**config.mk**
```make
export PLATFORM = sky130hd
export DESIGN_NAME = axis_tx_frame_arbiter
export DESIGN_NICKNAME = d
export VERILOG_FILES = /design/src/rtl/axis_tx_frame_arbiter.sv
export SDC_FILE = /design/constraint.sdc
export NUM_CORES = 1
export LEC_CHECK = 0
export ABC_AREA = 1
export BUFFER_PORTS_ARGS = -buffer_cell sky130_fd_sc_hd__buf_2
export CAP_MARGIN = 20
export CORE_MARGIN = 2
export CORE_UTILIZATION = 34
export DETAILED_ROUTE_END_ITERATION = 6
export PLACE_DENSITY = 0.77
export SLEW_MARGIN = 20
export SYNTH_ARGS = -nofsm -noshare
export SYNTH_HDL_FRONTEND = slang
export SYNTH_SLANG_ARGS = --single-unit
```
**constraint.sdc**
```tcl
create_clock -name s_aclk -period 1.2 [get_ports s_aclk]
set_clock_uncertainty 0.05 [all_clocks]
set_input_delay 0.24 -clock s_aclk [delete_from_list [all_inputs] [get_ports s_aclk]]
set_output_delay 0.24 -clock s_aclk [all_outputs]
set_load 0.03 [all_outputs]
```
**src/rtl/axis_tx_frame_arbiter.sv**
```systemverilog
// Frame-locked arbiter sharing one AXI-Stream TX byte path between NUM_PORTS sources.
// Build option: AXIS_ARB_ROUND_ROBIN_EN selects round-robin; default is fixed priority (port 0 highest).
module axis_tx_frame_arbiter #(
  parameter  int AXI_DATA_WIDTH = 8,
  parameter  int NUM_PORTS      = 4,
  localparam int GNT_W          = $clog2(NUM_PORTS)
) (
  input  logic                                s_aclk,
  input  logic                                s_sresetn,
  input  logic [NUM_PORTS*AXI_DATA_WIDTH-1:0] s_axis_tdata,
  input  logic [NUM_PORTS-1:0]                s_axis_tvalid,
  input  logic [NUM_PORTS-1:0]                s_axis_tlast,
  input  logic [NUM_PORTS-1:0]                s_axis_tuser,
  output logic [NUM_PORTS-1:0]                s_axis_trdy,
  output logic [AXI_DATA_WIDTH-1:0]           m_axis_tdata,
  output logic                                m_axis_tvalid,
  output logic                                m_axis_tlast,
  output logic                                m_axis_tuser,
  input  logic                                m_axis_trdy,
  output logic [GNT_W-1:0]                    gnt_idx,
  output logic                                busy
);

  typedef enum logic {IDLE, XFER} state_t;

  state_t                                   r_state;
  state_t                                   w_next_state;
  logic   [GNT_W-1:0]                       r_gnt_idx;
  logic   [GNT_W-1:0]                       w_win_idx;
  logic                                     w_win_vld;
  logic                                     w_last_beat;
  logic   [NUM_PORTS-1:0][AXI_DATA_WIDTH-1:0] w_tdata;

  assign w_tdata = s_axis_tdata;

`ifdef AXIS_ARB_ROUND_ROBIN_EN
  logic [GNT_W-1:0] r_rr_ptr;
  logic [GNT_W-1:0] w_rr_next;

  assign w_rr_next = (r_gnt_idx == GNT_W'(NUM_PORTS - 1)) ? '0 : r_gnt_idx + GNT_W'(1);

  // Search upward from the pointer with wrap; first requester wins.
  always_comb begin
    logic [GNT_W-1:0] idx;
    idx       = '0;
    w_win_vld = 1'b0;
    w_win_idx = '0;
    for (int unsigned k = 0; k < NUM_PORTS; k++) begin
      idx = GNT_W'((int'(r_rr_ptr) + k) % NUM_PORTS);
      if (!w_win_vld && s_axis_tvalid[idx]) begin
        w_win_vld = 1'b1;
        w_win_idx = idx;
      end
    end
  end

  always_ff @(posedge s_aclk or negedge s_sresetn) begin
    if (!s_sresetn) begin
      r_rr_ptr <= '0;
    end else if (r_state == XFER && w_last_beat) begin
      r_rr_ptr <= w_rr_next;
    end
  end
`else
  always_comb begin
    w_win_vld = 1'b0;
    w_win_idx = '0;
    for (int unsigned k = 0; k < NUM_PORTS; k++) begin
      if (!w_win_vld && s_axis_tvalid[k]) begin
        w_win_vld = 1'b1;
        w_win_idx = GNT_W'(k);
      end
    end
  end
`endif

  assign w_last_beat = m_axis_tvalid && m_axis_trdy && m_axis_tlast;

  always_ff @(posedge s_aclk or negedge s_sresetn) begin
    if (!s_sresetn) begin
      r_state   <= IDLE;
      r_gnt_idx <= '0;
    end else begin
      r_state <= w_next_state;
      if (r_state == IDLE && w_win_vld) begin
        r_gnt_idx <= w_win_idx;
      end
    end
  end

  always_comb begin
    w_next_state = r_state;
    unique case (r_state)
      IDLE: if (w_win_vld)   w_next_state = XFER;
      XFER: if (w_last_beat) w_next_state = IDLE;
      default:               w_next_state = IDLE;
    endcase
  end

  // Pure pass-through from the granted port; nothing is buffered here.
  always_comb begin
    s_axis_trdy   = '0;
    m_axis_tdata  = '0;
    m_axis_tvalid = 1'b0;
    m_axis_tlast  = 1'b0;
    m_axis_tuser  = 1'b0;
    if (r_state == XFER) begin
      m_axis_tdata             = w_tdata[r_gnt_idx];
      m_axis_tvalid            = s_axis_tvalid[r_gnt_idx];
      m_axis_tlast             = s_axis_tlast[r_gnt_idx];
      m_axis_tuser             = s_axis_tuser[r_gnt_idx];
      s_axis_trdy[r_gnt_idx]   = m_axis_trdy;
    end
  end

  assign gnt_idx = r_gnt_idx;
  assign busy    = (r_state == XFER);

endmodule

```
==> results.md <==
* Worst Max-Slew Pin Slew at 0.2284 ns
* IO buf count at 64
* Top post-synthesis cells by area: a41oi_2 (20%), nand3_1 (18%), nand3_2 (12%), nand2_1 (11%), dfrtp_1 (10%)
* DP HPWL at 2248 microns
* Drt drc at 0
* First-pass GRT wire length at 5823 microns
* Final Hold Slack at 0.2711 ns
* Tightest Hold Check Type: input pin to async pin
* Vias in the first global route at 1277
* P&R area growth vs syn at 154.0%
* CP Max Fanout at 5
* Max Cap Viol at 0
* Critical Path RT at 0.91 ns
* Synth Instances at 103
* Final ANT Viol Nets at 0
* Setup ws final at -0.5519 ns
* Endpoint class of the critical path: output pin
* Num CTS Buffers at 3
* Multi-input gate area at 897.1 sq um
* Async SR Flop Fraction at 1.000
* Core Region at 2002 sq um
* Final core utilization at 0.9319
* Failing checks: negative setup slack
* FMAX at 0.5708 GHz
* Final WL at 4758 microns
* Setup tns final at -8.100 ns
* Final Max Tran Viols at 0
* Chip width at 50.48 microns
* Root Buffer: clkbuf_4
* Cell with the most instances after synthesis: nand3_1
* Register area at 78.83 sq um
* Syn. warnings at 0
* Cell variety after synth at 18
* Clk sinks at 3
* Synth Register Bits at 3
* Slew margin rel. at 0.8472
* Total gr overflow at 0
* Peak VDD IR at 2.409 mV
* Post-synth top cells: nand3_1 (27), nand2_1 (21), a41oi_2 (9), nand3_2 (9), nor2_1 (8)
* Nets at 237
* FP Rows at 16
* Vias at 1284
* Total power at 5.539 mW
* Final min period at 1.752 ns
* Pwr/cell area at 2969 nW/um^2
* Pleak at 0.7773 nW
* CP Data Arrival Time at 1.46 ns
* Overall Global Routing Usage at 0.3036
* Most used DFF post-synth: dfrtp_1
* CTS tree: done
* Clk pin slew, worst setup/hold paths at 0.04 ns
* Critical Path, Cell by Cell: buf_6, buf_6, nand2_2, nand2_1, nand2_1, nand2_1, nand2_2, inv_2, buf_6
* Die H at 50.48 microns
* Kind of critical path: flip-flop to output pin
* Initial Util at 0.3669
* GPL Wtd Cong at 0.8489
* Initial antenna violation count at 0
* Initial drt markers at 43
* Crit path largest cell delay at 0.43 ns
* # diodes at 0
* Synthesized area per cell at 7.131 sq um
* Pin count of the biggest net entering global routing at 15
* I/O pin cnt at 65
* Worst path slowest cell: dfrtp_2
* Status: complete, but fails checks
* Max H-tree Level at 1
* Syn_nets at 150
* Setup WS pre-CTS at -0.3075 ns
* Startpoint Class: flip-flop
* Layout cells sized above 1 at 0.8466
* WL/cell at 22.03 microns
* Post-synth top area share at 0.1993
* Die ar. at 2548 sq um
* Sequential area share after synthesis at 0.1022
* Worst skew pair latency at 0.24 ns
* RSZ-0062 raised after global routing: true
* Final period util at 1.460
* Final Hold Vio Count at 0
* Leading area contributor after synthesis: a41oi_2
* Post-Syn Area at 734.5 sq um
* Routed vias/inst at 5.944
* Endpoints failing setup at 19
* CTS max path bufs at 2
* Drt first pass iters at 4
* Number of synthesized flops with an enable pin at 0
* Fillers at 71
-- sequential cells by signal, summed over array words and instances (netlist names) --
| signal | cells |
|---|---|
| busy | 1 |
| gnt_idx | 2 |
-- repair_timing --
action	CTS	global route
gates resized for setup	67	27
hold endpoints to repair	3	0
endpoints found under the setup margin	19	20
pin swaps	3	11
hold buffers	1	0
cloned	4	1
buffers inserted	4	0
-- worst max-delay path: cells and delay by family, from the launching register on --
kind                   cells  cell delay [ns]
buffers and inverters      4             0.44
DFF                        1             0.43
and+or+nand+nor            5             0.35
-- kinds of logic (layout without fill, tap and decap cells) --
logic type	after synthesis	after routing	share of synthesized area
AO/OA/AOI/OAI	13	13	0.2266
AND/OR/NAND/NOR	71	71	0.5145
flip-flops	3	3	0.1022
buffers and inverters	16	102	0.1567
-- where the power goes --
| part | leakage [nW] | switching (mW) | total, mW | internal, mW |
|---|---|---|---|---|
| combinational | 0.733 | 2.83 | 5.12 | 2.29 |
| clock | 0.0150 | 0.0602 | 0.185 | 0.125 |
| sequential | 0.0297 | 0.0787 | 0.232 | 0.154 |
| total | 0.777 | 2.97 | 5.54 | 2.57 |
-- layout make-up --
| cell class | count | area share |
|---|---|---|
| Timing Repair Buffer | 90 | 0.4071 |
| Clock buffer | 4 | 0.01408 |
| Timing Repair inverter | 2 | 0.01744 |
| Sequential cell | 3 | 0.04225 |
| Multi-Input combinational cell | 84 | 0.4809 |
| Tap cell | 27 | 0.01811 |
| Inverter | 6 | 0.02012 |
-- worst paths after layout --
path                                        from             to  slack [ns]  depth (start not counted)
worst max-delay path                  gnt_idx[0]  m_axis_tvalid       -0.55                          9
worst min-delay path                   s_sresetn           busy        0.27                          2
worst max register to register        gnt_idx[0]           busy       -0.33                         10
worst min register to register              busy           busy        0.64                          3
max in group asynchronous              s_sresetn     gnt_idx[1]        0.70                          2
min in group s_aclk             s_axis_tvalid[3]     gnt_idx[1]        0.31                          3
-- per-stage QoR --
step / cell area (sq um) / cells
2_1_floorplan: 962.2 / 103
3_3_place_gp: 1398 / 202
3_5_place_dp: 1398 / 202
4_1_cts: 1728 / 215
5_1_grt: 1866 / 216
6_report: 1866 / 216
-- per-layer routing --
metal  track usage  share of wire  routed length, microns
met2        0.6184           0.55                    2603
met1        0.2974           0.33                    1565
met3       0.05357          0.063                     300
met5             0              0                       0
met4        0.1081          0.061                     288
-- cell usage in the layout, fill, tap and decap left out --
master / instances
buf_2: 46
buf_6: 27
nand3_2: 24
nand2_2: 12
a41oi_4: 9
nand2_1: 8
nor2_1: 8
buf_4: 8
nand3_4: 7
nand3_1: 5
buf_12: 5
nor3_4: 4
clkinv_8: 3
dfrtp_2: 3
clkbuf_4: 3
inv_2: 2
nand2_4: 2
inv_1: 2
a21oi_1: 2
buf_8: 2
inv_4: 1
a21oi_4: 1
nand3b_1: 1
o21ai_0: 1
clkbuf_1: 1
clkbuf_16: 1
dlygate4sd3_1: 1
Note: power is estimated with default switching activity, not from simulation.
